File: src/rtl/if_pc_gen_pkg.sv
// Shared constants for the fetch-address generator: instruction width, reset PC,
// fetch granule, and the alignment helper used when IF_PC_ALIGN_CHK_EN is defined.
package if_pc_gen_pkg;
  localparam int          INST_W         = 32;
  localparam logic [63:0] PC_START_DEF   = 64'h8000_0000;
  localparam int          INST_BYTES_DEF = 4;

  function automatic logic is_misaligned(input logic [63:0] pc, input int ib);
    return (pc & 64'(ib - 1)) != 64'd0;
  endfunction
endpackage

File: src/rtl/if_pc_queue.sv
// In-order outstanding-fetch queue: allocate at tail, fill in request order
// (skipping entries born filled), pop at head.
module if_pc_queue
  import if_pc_gen_pkg::*;
#(
  parameter int ADDR_W = 64,
  parameter int DEPTH  = 4
) (
  input  logic              clk,
  input  logic              rst_n,
  input  logic              alloc_i,
  input  logic [ADDR_W-1:0] alloc_addr_i,
  input  logic              alloc_epoch_i,
  input  logic              alloc_filled_i,
  input  logic              alloc_exc_i,
  input  logic              fill_i,
  input  logic [INST_W-1:0] fill_inst_i,
  input  logic              pop_i,
  output logic              full_o,
  output logic              empty_o,
  output logic [ADDR_W-1:0] head_addr_o,
  output logic              head_epoch_o,
  output logic              head_filled_o,
  output logic              head_exc_o,
  output logic [INST_W-1:0] head_inst_o
);
  localparam int PW = $clog2(DEPTH);

  typedef struct packed {
    logic [ADDR_W-1:0] addr;
    logic              epoch;
    logic [INST_W-1:0] inst;
    logic              filled;
    logic              exc;
  } entry_t;

  entry_t          q_q [DEPTH];
  logic [PW-1:0]   head_q, tail_q, fill_q;
  logic [PW:0]     cnt_q;
  logic [PW-1:0]   fill_idx, idx, off;
  logic            fill_ok;

  // Response target: first occupied, unfilled slot at or after the fill pointer.
  always_comb begin
    fill_idx = fill_q;
    fill_ok  = 1'b0;
    idx      = '0;
    off      = '0;
    for (int i = 0; i < DEPTH; i++) begin
      idx = fill_q + PW'(i);
      off = idx - head_q;
      if (!fill_ok && ({1'b0, off} < cnt_q) && !q_q[idx].filled) begin
        fill_idx = idx;
        fill_ok  = 1'b1;
      end
    end
  end

  always_ff @(posedge clk or negedge rst_n) begin
    if (!rst_n) begin
      head_q <= '0;
      tail_q <= '0;
      fill_q <= '0;
      cnt_q  <= '0;
      for (int i = 0; i < DEPTH; i++) q_q[i] <= '0;
    end else begin
      if (alloc_i) begin
        q_q[tail_q] <= '{addr: alloc_addr_i, epoch: alloc_epoch_i, inst: '0,
                         filled: alloc_filled_i, exc: alloc_exc_i};
        tail_q <= tail_q + 1'b1;
      end
      if (fill_i && fill_ok) begin
        q_q[fill_idx].inst   <= fill_inst_i;
        q_q[fill_idx].filled <= 1'b1;
      end
      fill_q <= (fill_i && fill_ok) ? fill_idx + 1'b1 : fill_idx;
      if (pop_i) head_q <= head_q + 1'b1;
      cnt_q <= cnt_q + (PW+1)'(alloc_i) - (PW+1)'(pop_i);
    end
  end

  assign full_o        = cnt_q == (PW+1)'(DEPTH);
  assign empty_o       = cnt_q == '0;
  assign head_addr_o   = q_q[head_q].addr;
  assign head_epoch_o  = q_q[head_q].epoch;
  assign head_filled_o = q_q[head_q].filled;
  assign head_exc_o    = q_q[head_q].exc;
  assign head_inst_o   = q_q[head_q].inst;
endmodule

File: src/rtl/if_pc_gen.sv
// Fetch PC / epoch / halt control in front of the outstanding-fetch queue.
// Optional misaligned-fetch trap: define IF_PC_ALIGN_CHK_EN.
module if_pc_gen
  import if_pc_gen_pkg::*;
#(
  parameter int              ADDR_W     = 64,
  parameter logic [ADDR_W-1:0] PC_START = ADDR_W'(PC_START_DEF),
  parameter int              DEPTH      = 4,
  parameter int              INST_BYTES = INST_BYTES_DEF
) (
  input  logic              clk,
  input  logic              rst_n,
  input  logic              redir_valid_i,
  input  logic [ADDR_W-1:0] redir_addr_i,
  input  logic              pred_valid_i,
  input  logic [ADDR_W-1:0] pred_addr_i,
  input  logic              stall_i,
  output logic              req_valid_o,
  output logic [ADDR_W-1:0] req_addr_o,
  input  logic              req_ready_i,
  input  logic              rsp_valid_i,
  input  logic [INST_W-1:0] rsp_inst_i,
  output logic              out_valid_o,
  output logic [ADDR_W-1:0] out_addr_o,
  output logic [INST_W-1:0] out_inst_o,
  output logic              out_exc_o,
  input  logic              out_ready_i
);
  logic [ADDR_W-1:0] pc_q, pc_d;
  logic              epoch_q, epoch_d, halt_q, halt_d;
  logic              full, empty, head_epoch, head_filled, head_exc;
  logic [ADDR_W-1:0] head_addr;
  logic [INST_W-1:0] head_inst;
  logic              misalign, exc_alloc, req_fire, head_live, pop;

`ifdef IF_PC_ALIGN_CHK_EN
  assign misalign  = is_misaligned(64'(pc_q), INST_BYTES);
  assign exc_alloc = rst_n & misalign & ~stall_i & ~redir_valid_i & ~full & ~halt_q;
`else
  assign misalign  = 1'b0;
  assign exc_alloc = 1'b0;
`endif

  // Gated by rst_n so the handshake stays quiet while reset is held.
  assign req_valid_o = rst_n & ~stall_i & ~redir_valid_i & ~full & ~halt_q & ~misalign;
  assign req_addr_o  = pc_q;
  assign req_fire    = req_valid_o & req_ready_i;

  always_comb begin
    pc_d    = pc_q;
    epoch_d = epoch_q;
    halt_d  = halt_q;
    if (redir_valid_i) begin
      pc_d    = redir_addr_i;
      epoch_d = ~epoch_q;
      halt_d  = 1'b0;
    end else if (req_fire) begin
      pc_d = pred_valid_i ? pred_addr_i : pc_q + ADDR_W'(INST_BYTES);
    end else if (exc_alloc) begin
      halt_d = 1'b1;
    end
  end

  always_ff @(posedge clk or negedge rst_n) begin
    if (!rst_n) begin
      pc_q    <= PC_START;
      epoch_q <= 1'b0;
      halt_q  <= 1'b0;
    end else begin
      pc_q    <= pc_d;
      epoch_q <= epoch_d;
      halt_q  <= halt_d;
    end
  end

  // Stale heads (older epoch) drain one per cycle without reaching decode.
  assign head_live   = ~empty & head_filled;
  assign out_valid_o = head_live & (head_epoch == epoch_q);
  assign pop         = head_live & ((head_epoch != epoch_q) | out_ready_i);
  assign out_addr_o  = out_valid_o ? head_addr : '0;
  assign out_inst_o  = out_valid_o ? head_inst : '0;
  assign out_exc_o   = out_valid_o & head_exc;

  if_pc_queue #(.ADDR_W(ADDR_W), .DEPTH(DEPTH)) u_queue (
    .clk           (clk),
    .rst_n         (rst_n),
    .alloc_i       (req_fire | exc_alloc),
    .alloc_addr_i  (pc_q),
    .alloc_epoch_i (epoch_q),
    .alloc_filled_i(exc_alloc),
    .alloc_exc_i   (exc_alloc),
    .fill_i        (rsp_valid_i),
    .fill_inst_i   (rsp_inst_i),
    .pop_i         (pop),
    .full_o        (full),
    .empty_o       (empty),
    .head_addr_o   (head_addr),
    .head_epoch_o  (head_epoch),
    .head_filled_o (head_filled),
    .head_exc_o    (head_exc),
    .head_inst_o   (head_inst)
  );
endmodule

File: config.mk
export PLATFORM = sky130hd
export DESIGN_NAME = if_pc_gen
export DESIGN_NICKNAME = d
export VERILOG_FILES = /design/src/rtl/if_pc_gen_pkg.sv /design/src/rtl/if_pc_queue.sv /design/src/rtl/if_pc_gen.sv
export SDC_FILE = /design/constraint.sdc
export NUM_CORES = 1
export LEC_CHECK = 0
export ABC_AREA = 1
export BUFFER_PORTS_ARGS = -buffer_cell sky130_fd_sc_hd__buf_2
export CORE_MARGIN = 5
export CORE_UTILIZATION = 53
export CTS_CLUSTER_SIZE = 40
export DETAILED_ROUTE_END_ITERATION = 8
export HOLD_SLACK_MARGIN = 0.1
export PLACE_DENSITY_LB_ADDON = 0.15
export SLEW_MARGIN = 10
export SYNTH_ARGS = -nofsm -noshare
export SYNTH_HDL_FRONTEND = slang
export SYNTH_SLANG_ARGS = --single-unit
File: constraint.sdc
create_clock -name clk -period 3.05 [get_ports clk]
set_clock_uncertainty 0.05 [all_clocks]
set_input_delay 0.61 -clock clk [delete_from_list [all_inputs] [get_ports clk]]
set_output_delay 0.61 -clock clk [all_outputs]
set_load 0.03 [all_outputs]
== Word level (Yosys, flattened, before mapping) ==
Index checks and enable logic that the tools add are counted.

* Eq/ne operators: 3
* Reduce and logical (&&, ||, !) cells: 19
* Add/sub/neg operators: 13
* Order comparisons: 13
* Mux-type cells: 39
* Bitwise logic cells: 21

{| class="wikitable"
|+ Operator list
! operator !! number
|-
| $bwmux 396 || 3
|-
| $bmux 99 s2 || 5
|-
| $mux 396 || 2
|-
| $demux 99 s2 || 3
|-
| $mux 99 || 3
|-
| $mux 64 || 4
|-
| $add 64x3->64 const B || 1
|-
| $mux 34 || 1
|-
| $mux 32 || 1
|-
| $mux 2 || 13
|-
| $ge 3x3->1 const B || 7
|-
| $not 2->3 || 7
|-
| $lt 2x3->1 || 4
|-
| $logic_and 1x1->1 || 10
|-
| $add 2x1->2 const B || 4
|-
| $and 1x1->1 || 8
|-
| $sub 2x2->2 || 4
|-
| $logic_not 1->1 || 7
|-
| $lt 3x1->1 const B || 2
|-
| $not 1->1 || 5
|-
| $add 2x2->2 const B || 2
|-
| $mux 1 || 4
|-
| $add 3x1->3 || 1
|-
| $eq 3x3->1 const B || 1
|-
| other kinds (6) || 6
|}

* Output and inout bits: 163
* Input bits: 168
* Register bits after elaboration: 470
* Logic and storage cells: 134

== Depth between registers and ports, before layout ==
* Word-level depth: 27
* Depth in mapped cells: 22
* Gate-level depth less buffers: 20

== Cells and area by module ==
From an unflattened synthesis, not the netlist that was laid out.

* Cell total of the unflattened synthesis: 3,516
* Area, all modules: 25,446.9 um^2

{| class="wikitable"
|+ By module, submodules not included
! module !! times used !! sequential area each (um^2) !! area each (um^2) !! cells each
|-
| if_pc_queue || 1 || 10,134.7 || 19,319.8 || 2,466
|-
| if_pc_gen || 1 || 1,627.8 || 6,127.1 || 1,050
|}

== Worst setup path before layout ==
Ideal clock, no wire load.

* Path kind: register to register
* Start point: reg u_queue.head_q[1]
* End point: reg u_queue.q_q[10] (netlist name)
* Data required time: 2.884 ns
* Arrival: 2.866 ns
* Setup slack: 0.018 ns
* Clock period less this slack: 3.032 ns
* Cell stages (with the launch flop): 21
* Cells stage by stage: dfrtp_1 clkbuf_1 clkbuf_1 xor2_1 xor2_1 ha_1 inv_1 nor2_1 nand2_1 o21ai_0 nor2_4 nand2_1 nand2_1 nand2_1 nand2_1 nand2_2 nor2_4 nand2_1 buf_2 nand2_1 nand2_1

* Word-level cells in the longest chain between the ends: 24
* Elaborated cells between the ends (all ways): 36
* Those cells by class: 4 x add/sub; 6 x order compare; 13 x mux; 1 x bitwise; 12 x reduce/logical

{| class="wikitable"
|+ Ends and longest elaborated chain
! item !! line !! RTL
|-
| start: declaration || if_pc_queue.sv:38 || <nowiki>logic [PW-1:0] head_q, tail_q, fill_q;</nowiki>
|-
| start signal: assignment || if_pc_queue.sv:77 || <nowiki>if (pop_i) head_q <= head_q + 1'b1;</nowiki>
|-
| $sub 2x2->2 || if_pc_queue.sv:51 || <nowiki>off = idx - head_q;</nowiki>
|-
| $lt 2x3->1 || if_pc_queue.sv:52 || <nowiki>if (!fill_ok && ({1'b0, off} < cnt_q) && !q_q[idx].filled) begin</nowiki>
|-
| $logic_and 1x1->1 || if_pc_queue.sv:52 ||
|-
| $mux 1 || if_pc_queue.sv:52 ||
|-
| $logic_not 1->1 || if_pc_queue.sv:52 ||
|-
| $logic_and 1x1->1 (2 in series) || if_pc_queue.sv:52 ||
|-
| $mux 1 || if_pc_queue.sv:52 ||
|-
| $logic_not 1->1 || if_pc_queue.sv:52 ||
|-
| (+7 left out) || - ||
|-
| $not 2->3 (not written as such) || if_pc_queue.sv:73, if_pc_queue.sv:74 ||
|-
| $ge 3x3->1 (not written as such) / $lt 3x1->1 (equally long branches) || if_pc_queue.sv:73 || <nowiki>q_q[fill_idx].inst <= fill_inst_i;</nowiki>
|-
| $logic_and 1x1->1 (not written as such) || if_pc_queue.sv:73 ||
|-
| $mux 34 (not written as such) || if_pc_queue.sv:73 ||
|-
| $demux 99 s2 || if_pc_queue.sv:73 ||
|-
| $bwmux 396 || if_pc_queue.sv:73 ||
|-
| $bwmux 396 || if_pc_queue.sv:74 || <nowiki>q_q[fill_idx].filled <= 1'b1;</nowiki>
|-
| $mux 396 * || if_pc_queue.sv:72 || <nowiki>if (fill_i && fill_ok) begin</nowiki>
|-
| end signal: indexed assignment || if_pc_queue.sv:68 || <nowiki>q_q[tail_q] <= '{addr: alloc_addr_i, epoch: alloc_epoch_i, inst: '0,</nowiki>
|-
| end: declaration || if_pc_queue.sv:37 || <nowiki>entry_t q_q [DEPTH];</nowiki>
|}

Mark *: on every way between the ends. The rest lies on a longest branch, timed or not.
A chain may end at the register's enable or synchronous reset.

== Worst setup path after layout ==
* Start point: reg u_queue.head_q[0]
* End point: out out_exc_o

* Word-level cells in the longest chain between the ends: 7
* Elaborated cells between the ends (all ways): 8
* Those cells by class: 1 x eq/ne; 3 x mux; 4 x bitwise

{| class="wikitable"
|+ Ends and longest elaborated chain
! item !! line !! RTL
|-
| $not 2->3 (not written as such) * || if_pc_queue.sv:85, if_pc_queue.sv:86, if_pc_queue.sv:87 ||
|-
| $bmux 99 s2 * || if_pc_queue.sv:85, if_pc_queue.sv:86, if_pc_queue.sv:87 ||
|-
| $mux 99 * (2 in series) || - ||
|-
| $and 1x1->1 / $eq 1x1->1 (equally long branches) || if_pc_gen.sv:77, if_pc_gen.sv:78 ||
|-
| $and 1x1->1 || if_pc_gen.sv:78 || <nowiki>assign out_valid_o = head_live & (head_epoch == epoch_q);</nowiki>
|-
| $and 1x1->1 * || if_pc_gen.sv:82 || <nowiki>assign out_exc_o = out_valid_o & head_exc;</nowiki>
|-
| end: declaration || if_pc_gen.sv:26 || <nowiki>output logic out_exc_o,</nowiki>
|}

Mark *: on every way between the ends. The rest lies on a longest branch, timed or not. The select of a mux whose other input is x is not followed.

==> key figures <==
Synthesis
  • Top_reg_cell synth: dfrtp_1
  • Mapped Cells: between 3000 and 4000
  • Mapped Area: around 25000 um2
  • #FFs+latches synth: 470
  • Yosys warns: 0
  • Post-Syn Area per Cell: approximately 7.3 um2
  • Share of async-settable or async-resettable flops after synthesis: 1.00
  • Syn nets: approximately 3600
  • Register area share after synthesis: 0.473
  • EDFF count, synth: 0
  • Number of distinct library cells after synthesis: 49

Timing
  • Clock period minus worst slack: between 3000 and 4000 ps
  • Final period util: 1.05
  • Worst Tran Pin Value: ~1200 ps
  • Setup Total Neg Slack: -9400 ps
  • Slew Limit Headroom: 0.213
  • Hold WS: 18.3 ps
  • Slew Limit Fails: 0
  • Worst Slack Setup Final: -161 ps
  • RSZ-0062 raised after global routing: yes
  • Maximum clock rate: ~310 MHz
  • Final Hold Violating Endpoints: 0
  • Final setup fails: 140

Clock tree
  • CTS tree: built
  • Worst-case clock buffer depth: 3
  • CTS buffer count: 52
  • CTS Root Cell: clkbuf_16
  • Worst-skew pair later-pin latency: 610 ps
  • CTS Sinks: 470
  • Reg clk slew, reported paths: ~60 ps
  • H-tree depth: 2

Floorplan
  • Core area: approximately 46000 um2
  • Die footprint: ~50000 um2
  • IO Count: around 330
  • Die width: about 230 um
  • Rows: 79
  • Die H: about 230 um
  • Initial Util: 0.536

Place
  • GPL Wtd Cong: 0.974
  • DP HPWL: between 50000 and 60000 um
  • Buffers added on ports: 330

Drt
  • Final routed DRC violation total: 0
  • Starting DRT DRC Count: around 3500
  • Via density per instance: 5.90
  • Pre-Repair DR Iteration Count: 6
  • DRT Wirelength: approximately 94000 um
  • Antenna-violating nets left: 0
  • DR WL/cell: approximately 21 um
  • Vias: roughly 26000

Finish
  • Post-layout nets: between 3000 and 4000
  • Finished Core Util: 0.688
  • Share of layout cells above drive strength 1: 0.192
  • Commonest non-fill, non-tap cell in the layout: nand2_1
  • Area growth from synthesis to layout: 28.5%
  • Commonest non-fill, non-tap cells in the layout: nand2_1, nor2_1, o21ai_0, dfrtp_1, inv_1

Setup path
  • Top cell by count, worst path: buf_12
  • Critical-path cell list: buf_12 > a21oi_2 > o21ai_1 > a32oi_2 > nand2_4 > buf_12 > buf_16 > a21oi_4 > buf_6
  • Slowest cell delay on critical path: between 400 and 500 ps
  • Slowest cell on crit path: dfrtp_4
  • Critical path arrival: roughly 2600 ps
  • Crit path kind: reg -> out
  • Crit-path leading delay family: buffers and inverters
  • Critical Path RT: 2390 ps
  • CP Capture Type: output pin
  • R2r setup slk: -110 ps
  • Crit path max fanout: 8
  • Buf+Inv Stages, Crit Path: 4
  • Startpoint Class: register

Global routing
  • Via count of the first global-routing pass: approximately 25000
  • Global Route Usage Sum: 0.346
  • Gr ovfl total: 0
  • First-pass GRT wire length: 140000 um
  • Largest net degree at the start of global routing: 180
  • Antenna violations before repair: 4

Pwr
  • PD cells: ~1400 nW/um2
  • Int Pwr: between 20 and 25 mW
  • Worst VDD drop: just under 2 mV
  • Combinational fraction of design power: 0.639
  • Clock power frac: 0.137
  • Sw power: 22.3 mW
  • Reg power frac: 0.225
  • Leak: 15.4 nW
  • Sw frac: 0.485

Run status
  • Failing checks: setup timing
  • Status: finished with violations

Min path
  • Hold Crit Class: in -> async

Run
  • Max Cap Violations: 0
[logic make-up (layout without fill, tap and decap cells)]
kind of cell,count (synthesis),in the layout,share of synthesized area
xor+xnor,12,12,0.00422
compound gates,787,787,0.167
simple gates,1632,1632,0.265
flops,470,470,0.473
fa+ha+maj,14,14,0.00734
buf+inv,514,860,0.0835
other cells,0,4,0
[power groups by stage]
stage | Clock [mW] | Sequential (mW) | Combinational (mW)
2_1_floorplan | 0 | 10.1 | 13.6
6_report | 6.28 | 10.3 | 29.4
4_1_cts | 6.33 | 10.2 | 26.2
3_3_place_gp | 0 | 10.2 | 19.2
3_5_place_dp | 0 | 10.3 | 19.6
5_1_grt | 6.60 | 10.6 | 31.2
[worst register-to-register path, delay by kind of cell, from the launching register on]
family / cells / cell delay, ps
AND/OR/NAND/NOR: 8 / 800
buffers and inverters: 5 / 740
flip-flops: 1 / 490
adder cells (fa/ha/maj): 2 / 470
AO/OA/AOI/OAI: 2 / 380
XOR/XNOR: 1 / 170
[path summary, 6_finish.rpt]
| kind | start | endpoint | cells past startpoint |
|---|---|---|---|
| max | u_queue.head_q[0] | out_exc_o | 9 |
| min | rst_n | asynchronous set/reset pin | 2 |
| max reg2reg | u_queue.head_q[0] | u_queue.q_q[109] | 18 |
| min reg2reg | register | register | 2 |
| max in group asynchronous | rst_n | req_addr_o[40] | 3 |
| min in group clk | redir_addr_i[0] | req_addr_o[0] | 3 |
[synthesized netlist by cell type (6+ instances only)]
master | count | area share
dfrtp_1 | 469 | 0.47
nand2_1 | 788 | 0.12
a21oi_1 | 192 | 0.039
nor3_1 | 39 | 0.0078
nand4_1 | 23 | 0.0058
buf_2 | 38 | 0.0076
buf_4 | 7 | 0.0021
o22ai_1 | 41 | 0.010
buf_6 | 9 | 0.0041
nor2_1 | 529 | 0.080
a211oi_1 | 9 | 0.0027
inv_2 | 7 | 0.0011
inv_1 | 286 | 0.043
o221ai_1 | 15 | 0.0053
buf_1 | 22 | 0.0033
xor2_1 | 10 | 0.0035
nand3_1 | 231 | 0.046
nand2_2 | 6 | 0.0015
clkbuf_1 | 141 | 0.021
ha_1 | 13 | 0.0065
o211ai_1 | 6 | 0.0018
o21ai_0 | 496 | 0.10
[repair_timing]
| item | in CTS | in global routing |
|---|---|---|
| hold buffers | 0 | 0 |
| resized for setup | 421 | 76 |
| setup endpoints to repair | 108 | 230 |
| gates cloned | 14 | 20 |
| pin swaps | 8 | 25 |
| buffers inserted | 25 | 9 |
[cell type report]
class	count	area [um2]
inverter	297	1150
sequential	470	11800
multi-input combinational	2445	12300
timing repair buffer	472	4310
antenna	4	10.0
clock buffer	77	1550
clock inverter	14	141
tap	607	759
fill	3737	14500
[stage by stage]
step / area (um2) / setup WS, ps / std cells / total power, mW
2_1_floorplan: 24900 / 17.7 / 3429 / 23.7
3_3_place_gp: 27300 / 88.0 / 4228 / 29.4
3_5_place_dp: 27300 / 1.64 / 4228 / 29.9
4_1_cts: 31300 / -214 / 4358 / 42.7
5_1_grt: 32000 / -231 / 4385 / 48.4
6_report: 32000 / -161 / 4386 / 46.0
[metal layers]
layer	vias up	track usage	routed length [um]
met5	-	0	0
li1	11800	-	-
met1	12300	0.466	36000
met3	285	0.0650	8840
met2	1499	0.564	44500
met4	0	0.124	4570
Note: power is estimated with default switching activity, not from simulation.
